[config.mk]
export PLATFORM = sky130hd
export DESIGN_NAME = dmem_arbiter
export DESIGN_NICKNAME = d
export VERILOG_FILES = /design/src/rtl/dmem_arbiter.sv
export SDC_FILE = /design/constraint.sdc
export NUM_CORES = 1
export LEC_CHECK = 0
export ABC_AREA = 1
export CAP_MARGIN = 25
export CORE_MARGIN = 3
export CORE_UTILIZATION = 36
export DETAILED_ROUTE_END_ITERATION = 6
export DONT_BUFFER_PORTS = 1
export HOLD_SLACK_MARGIN = 0.02
export SLEW_MARGIN = 20
export SYNTH_ARGS = -nofsm -noshare
export SYNTH_HDL_FRONTEND = slang
export SYNTH_SLANG_ARGS = --single-unit
[constraint.sdc]
create_clock -name clk -period 2.1 [get_ports clk]
set_input_delay 0.42 -clock clk [delete_from_list [all_inputs] [get_ports clk]]
set_output_delay 0.42 -clock clk [all_outputs]
set_load 0.01 [all_outputs]
[src/rtl/dmem_arbiter.sv]
// rtl/dmem_arbiter.sv - round-robin arbiter sharing single-port dmem between core (A) and debug loader (B)
module dmem_arbiter #(
  parameter int AW      = 32,
  parameter int DW      = 32,
  parameter int MEM_LAT = 1
) (
  input  logic          clk,
  input  logic          reset,
  input  logic          a_req,
  input  logic          a_we,
  input  logic [AW-1:0] a_addr,
  input  logic [DW-1:0] a_wdata,
  input  logic [3:0]    a_wstrb,
  output logic          a_gnt,
  output logic          a_done,
  output logic [DW-1:0] a_rdata,
  input  logic          b_req,
  input  logic          b_we,
  input  logic [AW-1:0] b_addr,
  input  logic [DW-1:0] b_wdata,
  input  logic [3:0]    b_wstrb,
  output logic          b_gnt,
  output logic          b_done,
  output logic [DW-1:0] b_rdata,
  output logic          mem_en,
  output logic          mem_we,
  output logic [AW-1:0] mem_addr,
  output logic [DW-1:0] mem_wdata,
  output logic [3:0]    mem_wstrb,
  input  logic [DW-1:0] mem_rdata,
  output logic          busy
);

  localparam int CW = (MEM_LAT > 1) ? $clog2(MEM_LAT) : 1;

  typedef enum logic [1:0] {IDLE, ISSUE, WAIT} state_t;

  state_t        state, state_nxt;
  logic          last_b;
  logic          own_b;
  logic          cmd_we;
  logic [AW-1:0] cmd_addr;
  logic [DW-1:0] cmd_wdata;
  logic [3:0]    cmd_wstrb;
  logic [CW-1:0] cnt;
  logic          win_a, win_b, wait_end;

  // On a tie the port that did not win last time gets the grant.
  assign win_a    = a_req & (~b_req | last_b);
  assign win_b    = b_req & ~win_a;
  assign wait_end = (state == WAIT) && (cnt == CW'(MEM_LAT - 1));

  assign mem_addr  = cmd_addr;
  assign mem_wdata = cmd_wdata;
  assign mem_wstrb = cmd_wstrb;

  always_ff @(posedge clk or negedge reset) begin
    if (!reset) state <= IDLE;
    else        state <= state_nxt;
  end

  always_comb begin
    state_nxt = state;
    case (state)
      IDLE:    if (a_req | b_req) state_nxt = ISSUE;
      ISSUE:   state_nxt = WAIT;
      WAIT:    if (wait_end) state_nxt = IDLE;
      default: state_nxt = IDLE;
    endcase
  end

  always_comb begin
    a_gnt  = 1'b0;
    b_gnt  = 1'b0;
    mem_en = 1'b0;
    mem_we = 1'b0;
    busy   = (state != IDLE);
    case (state)
      IDLE: begin
        a_gnt = win_a;
        b_gnt = win_b;
      end
      ISSUE: begin
        mem_en = 1'b1;
        mem_we = cmd_we;
      end
      default: ;
    endcase
  end

  always_ff @(posedge clk or negedge reset) begin
    if (!reset) begin
      last_b    <= 1'b1;
      own_b     <= 1'b0;
      cmd_we    <= 1'b0;
      cmd_addr  <= '0;
      cmd_wdata <= '0;
      cmd_wstrb <= '0;
      cnt       <= '0;
      a_done    <= 1'b0;
      b_done    <= 1'b0;
      a_rdata   <= '0;
      b_rdata   <= '0;
    end else begin
      if (state == IDLE && (a_req | b_req)) begin
        own_b     <= win_b;
        last_b    <= win_b;
        cmd_we    <= win_b ? b_we    : a_we;
        cmd_addr  <= win_b ? b_addr  : a_addr;
        cmd_wdata <= win_b ? b_wdata : a_wdata;
        cmd_wstrb <= win_b ? b_wstrb : a_wstrb;
      end
      if (state == ISSUE)     cnt <= '0;
      else if (state == WAIT) cnt <= cnt + CW'(1);
      a_done <= wait_end & ~own_b;
      b_done <= wait_end &  own_b;
      // Read data is captured in the last WAIT cycle, when dmem output is valid.
      if (wait_end && !own_b && !cmd_we) a_rdata <= mem_rdata;
      if (wait_end &&  own_b && !cmd_we) b_rdata <= mem_rdata;
    end
  end

endmodule

==> run metrics, run 1 <==
status complete, but fails checks; failing checks negative hold slack; Yosys cell types 19; crit path DAT roughly 1.5 ns; max cap viols 0; Die X ~140 um; Synth Cell Area ~6500 um2; crit-path max FO 3; DR vias/cell 4.67; Critical Path Max Stage Delay 0.40 ns; final core occ approximately two fifths; largest net degree at the start of global routing 141; CP startpoint kind flip-flop; Max-slew headroom ~63%; Leak 4.28 nW; Worst Hold Class in -> async; worst r2r src state[0]; GP Congestion 0.742; fin worst setup slack ~0.14 ns; Hold Fails Final Rpt 140; CTS Buf Count 17; most used cell, CP inv_2; worst path bufs/invs 3; crit path kind reg -> out; clk buf depth 2; largest family of logic cells by synthesized area simple AND/OR/NAND/NOR gates; f_max around 500 MHz; synthesized-area fraction occupied by and/or/nand/nor cells between 20% and 30%; CP top delay family flip-flops; Synth top area share ~54%; clk slew on worst S/H paths approximately 0.060 ns; worst reg2reg path depth 7; final setup fails 0; vias post-DR roughly 5100; post-DP HPWL approximately 12000 um; GR Overflow Total 0; drc violations 0; Reg-to-Reg End mem_addr[11]; Syn Inst Count 863; 1st-pass router iterations 4; Least-Margin Pin Slew between 0.5 and 0.6 ns; clock sink count 140; Final Max Tran Viols 0; Die H 140 um; H-tree Lvls 4; Synth area leader dfrtp_1; post-synthesis mux area share 0%; die area 19600 um2; Starting Density between 30% and 40%; PortBufs 0; Synth Area in Compound Gates ~6.0%; reg-to-reg setup timing slack 0.43 ns; Hold Slack -0.300 ns; share of cells above drive strength 1 about 6.3%; # nets final just over 1000; Register Area roughly 3500 um2; setup TNS 0 ns; synthesized flop and latch total 140; syn nets around 1000; post-synthesis sequential area ratio 54.1%; Core Region roughly 17000 um2; Final min period around 2.0 ns; fillers roughly 1800; drt wl/cell around 15 um; adder-cell area share of the yosys netlist less than 1%; initial antenna violation count 0; CTS tree done; endpoint class of the critical path primary output; CP max-delay cell dfrtp_1; Post-Place Worst Slack ~0.34 ns; gr usage total 17.0%; Final Cycle Share roughly 93%; top post-synthesis cells by area dfrtp_1, nand2_1, inv_1; XOR/XNOR Fraction of Synth Area 0%; Levels on crit path 5; crit-path cells inv_2 > ha_2 > inv_2 > a211oi_2 > buf_4; worst vdd ir between 0.6 and 0.7 mV; Cell Pwr Density approximately 1600 nW/um2; post-synthesis area per instance between 7 and 8 um2; area delta synth->final 13.3%; RSZ-0062 raised after global routing no; vias in the first global route between 4000 and 5000; area of the multi-input gates 2130 um2; IO Count roughly 310; crit path from state[0]; fin cells 1088; global-route wire length before repair roughly 27000 um; Worst-Skew Late Latency ~0.42 ns; ANT cells 0; DRT Wirelength between 15000 and 20000 um; num rows 48; First DRT Iteration DRCs 149; post-placement cell count 1056; Setup Buffers After CTS 0; CTS root buffer clkbuf_16; Setup crit end a_gnt; Ys Warns 0; worst path required time between 1.5 and 2 ns; Routed Antenna Nets 0; clk_skew between 0.01 and 0.015 ns
power breakdown:
part	internal (W)	leakage [nW]	switching (W)
sequential	0.00409	1.68	0.00175
clock	0.00182	0.303	0.00133
combinational	0.000983	2.29	0.00171
worst min path at each step:
stage	start	endpoint	slack, ns	cells after the start
floorplan	reset	a_done	0.12	0
global placement	reset	a_rdata[26]	0.13	0
detailed placement	reset	a_rdata[26]	0.13	0
CTS	reset	b_rdata[30]	-0.33	0
global route	reset	b_rdata[30]	-0.34	0
finish	reset	a_rdata[26]	-0.30	0
state kept, by name (all words and copies together) (netlist names):
register and flops:
a_rdata 32, b_rdata 32, mem_addr 32, mem_wdata 32
mem_wstrb 4, state 2, a_done 1, b_done 1
cmd_we 1, cnt 1, last_b 1, own_b 1
logic make-up (layout without fill, tap and decap cells):
kind of cell    count (synthesis)  after routing
buf+inv                       226            226
simple gates                  419            419
fa+ha+maj                       4              4
compound gates                 74             74
flops                         140            140
cells in the mapped netlist:
cell	count
dfstp_2	1
dfrtp_1	139
nand4_1	1
a211oi_1	1
buf_4	1
ha_1	4
nor3_2	1
o21ai_0	68
inv_2	3
inv_1	182
a21o_1	1
buf_2	8
nor3_1	1
clkbuf_1	32
a21oi_4	1
o21ai_1	2
nand3_1	71
a21oi_2	1
nand2_1	345
what timing repair did:
item | 4_1_cts | 5_1_grt
pin swaps | 1 | 1
setup endpoints to repair | 1 | 1
endpoints found under the hold margin | 140 | 140
resized for setup | 3 | 2
placed cells by master (no fill, tap or decap), drive strengths merged, types with 2 or more instances in the layout:
| cell type | synthesis | final |
|---|---|---|
| a21oi | 2 | 2 |
| buf | 9 | 9 |
| bufinv | 0 | 2 |
| clkbuf | 32 | 17 |
| clkinv | 0 | 5 |
| dfrtp | 139 | 139 |
| ha | 4 | 4 |
| inv | 185 | 192 |
| nand2 | 345 | 345 |
| nand3 | 71 | 71 |
| nor3 | 2 | 2 |
| o21ai | 70 | 70 |
per-layer routing:
layer / vias up / global-route usage [%] / routed length [um]
li1: 2530 / - / -
met2: 211 / 27.4 / 7860
met4: 0 / 5.41 / 255
met5: - / 0 / 0
met1: 2329 / 20.6 / 7010
met3: 16 / 7.48 / 1570
layout make-up:
| type | instances | area share [%] |
|---|---|---|
| flip-flops and latches | 140 | 47.7 |
| multi-input cells | 497 | 29.0 |
| inverters | 185 | 9.46 |
| clock buffers | 17 | 5.80 |
| well taps | 225 | 3.84 |
| clock inverters | 15 | 2.73 |
| repair buffers | 9 | 1.43 |
per-stage QoR:
| step | instance area (um2) | power [W] |
|---|---|---|
| after floorplan | 6480 | 0.00761 |
| after global placement | 6710 | 0.00859 |
| after detailed placement | 6710 | 0.00866 |
| after CTS | 7340 | 0.0119 |
| after global routing | 7340 | 0.0126 |
| final | 7340 | 0.0117 |
No activity file was read; power rests on OpenSTA's default activity.
==> inputs of run 2 (changes only) <==
--- a/config.mk
+++ b/config.mk
@@ -12,6 +12,7 @@
 export DETAILED_ROUTE_END_ITERATION = 6
 export DONT_BUFFER_PORTS = 1
 export HOLD_SLACK_MARGIN = 0.02
+export RECOVER_POWER = 25
 export SLEW_MARGIN = 20
 export SYNTH_ARGS = -nofsm -noshare
 export SYNTH_HDL_FRONTEND = slang
==> results of run 2 <==
The final DEF is identical to that of run 1; final timing and power are the same.
==> inputs of run 3 (changes only) <==
--- a/config.mk
+++ b/config.mk
@@ -7,11 +7,13 @@
 export LEC_CHECK = 0
 export ABC_AREA = 1
 export CAP_MARGIN = 25
-export CORE_MARGIN = 3
-export CORE_UTILIZATION = 36
+export CORE_AREA = 3 3 120 122
+export CTS_BUF_LIST = sky130_fd_sc_hd__clkbuf_4 sky130_fd_sc_hd__clkbuf_8
 export DETAILED_ROUTE_END_ITERATION = 6
+export DIE_AREA = 0 0 123 125
 export DONT_BUFFER_PORTS = 1
 export HOLD_SLACK_MARGIN = 0.02
+export PLACE_DENSITY = 0.75
 export RECOVER_POWER = 25
 export SLEW_MARGIN = 20
 export SYNTH_ARGS = -nofsm -noshare
==> run metrics, run 3 (synthesized netlist as in run 1, its figures left out) <==
status complete, but fails checks (unchanged); failing checks negative hold slack (unchanged); worst r2r src state[1] (was state[0]); Routed Antenna Nets 0 (unchanged); worst vdd ir 0.577 mV (was 0.645 mV); Die X 123 um (was 140 um); gr usage total 20.7% (was 17.0%); num rows 42 (was 48); clk slew on worst S/H paths 0.08 ns (was 0.06 ns); largest net degree at the start of global routing 141 (unchanged); Reg-to-Reg End mem_wdata[6] (was mem_addr[11]); Starting Density 48.7% (was 37.1%); Post-Layout Inst Area 7070 um2 (was 7340 um2); vias post-DR 5120 (was 5086); f_max 499 MHz (was 511 MHz); post-DP HPWL 11600 um (was 11900 um); final setup fails 0 (unchanged); clk_skew 0.0130 ns (was 0.0111 ns); area of the multi-input gates 2130 um2 (unchanged); Post-Place Worst Slack 0.423 ns (was 0.338 ns); clk buf depth 2 (unchanged); GR Overflow Total 0 (unchanged); IO Count 313 (unchanged); worst reg2reg path depth 7 (unchanged); post-placement cell count 1007 (was 1056); First DRT Iteration DRCs 285 (was 149); die area 15400 um2 (was 19600 um2); clock sink count 140 (unchanged); crit-path max FO 3 (unchanged); DRT Wirelength 16000 um (was 16700 um); Least-Margin Pin Slew 0.396 ns (was 0.557 ns); max cap viols 0 (unchanged); leading cell types in the layout, fill and taps excluded nand2_1, inv_1, dfrtp_1 (unchanged); Cell Pwr Density 1510 nW/um2 (was 1590 nW/um2); GP Congestion 0.803 (was 0.742); Hold Fails Final Rpt 140 (unchanged); global-route wire length before repair 25000 um (was 26500 um); reg-to-reg setup timing slack 0.44 ns (was 0.43 ns); CP startpoint kind flip-flop (unchanged); Core Region 13300 um2 (was 17500 um2); dpl cell area 6690 um2 (was 6710 um2); share of cells above drive strength 1 5.92% (was 6.26%); initial antenna violation count 0 (unchanged); # nets final 1028 (unchanged); Max-slew headroom 73.6% (was 62.9%); Leak 4.19 nW (was 4.28 nW); fin worst setup slack 0.0972 ns (was 0.144 ns); DR vias/cell 4.93 (was 4.67); RSZ-0062 raised after global routing no (unchanged); crit path DAT 1.58 ns (was 1.54 ns); fillers 1292 (was 1817); Final Max Tran Viols 0 (unchanged); worst path required time 1.68 ns (about the same); PortBufs 0 (unchanged); setup TNS 0 ns (unchanged); 1st-pass router iterations 5 (was 4); commonest non-fill, non-tap cell in the layout nand2_1 (unchanged); Die H 125 um (was 140 um); Worst Hold Class in -> async (unchanged); endpoint class of the critical path primary output (unchanged); Final Cycle Share 95.4% (was 93.1%); ANT cells 0 (unchanged); fin cells 1038 (was 1088); drt wl/cell 15.4 um (about the same); CTS Buf Count 17 (unchanged); Final min period 2.00 ns (was 1.96 ns); CTS tree done (unchanged); crit path kind reg -> out (unchanged); vias in the first global route 4928 (was 4916); CTS root buffer clkbuf_8 (was clkbuf_16); drc violations 0 (unchanged); area delta synth->final 9.10% (was 13.3%); Worst-Skew Late Latency 0.45 ns (was 0.42 ns); H-tree Lvls 4 (unchanged); Hold Slack -0.340 ns (was -0.300 ns); Register Area 3500 um2 (unchanged)
[run 3: cell types whose count changed in the layout (fill, tap and decap cells not counted), moves of 2 or more]
cell       change
clkbuf_8      +20
clkbuf_16     -17
inv_8          -5
buf_12         +3
buf_4          -3
clkinv_2       +3
clkbuf_4       +2
clkinv_8       -2
inv_1          +2
inv_2          -2
[run 3: critical path: stages, from the launching register on]
cell      delay [ns]
dfrtp_1         0.40
inv_1           0.11
ha_1            0.23
inv_2           0.10
a211oi_2        0.30
[run 3: timing repair]
action,CTS,global route
setup buffers,0,0
endpoints found under the setup margin,1,1
pin swaps,0,1
resized for setup,1,1
hold endpoints to repair,140,140
[run 3: final cells by class]
type | count | share of cell area (%)
Clock buffer | 22 | 4.11
Clock inverter | 9 | 1.24
Inverter | 185 | 9.82
Multi-Input combinational cell | 497 | 30.1
Sequential cell | 140 | 49.6
Tap cell | 176 | 3.12
Timing Repair Buffer | 9 | 2.02
[run 3: where the power goes]
part	total (W)	leakage [nW]	internal, W	switching (W)
clock network	0.00207	0.196	0.00105	0.00101
registers	0.00583	1.68	0.00408	0.00174
logic	0.00275	2.31	0.00102	0.00173
total	0.0106	4.19	0.00616	0.00448
[run 3: routing by layer]
layer  GRT usage [%]  wire length (um)
met1            24.0              6260
met2            34.3              7880
met3            7.95              1460
met4            8.21               435
met5               0                 0
[run 3: how the worst max path moves through the flow]
stage                         from           end  slack [ns]  depth (start not counted)
after global routing      state[1]         a_gnt       0.003                          4
after floorplan           state[0]  mem_addr[21]        0.52                          9
after CTS                 state[1]         a_gnt        0.04                          4
final                     state[1]         a_gnt         0.1                          4
after detailed placement  state[1]  mem_addr[15]        0.42                          7
after global placement    state[0]  mem_addr[15]        0.49                          7
[run 3: metrics by stage]
step / total power [W] / utilization [%] / hold WS (ns)
2_1_floorplan: 0.00761 / - / 0.124
3_3_place_gp: 0.00853 / 50.3 / 0.127
3_5_place_dp: 0.00868 / 50.3 / 0.128
4_1_cts: 0.0108 / 53.2 / -0.380
5_1_grt: 0.0115 / 53.2 / -0.386
6_report: 0.0106 / 53.2 / -0.340
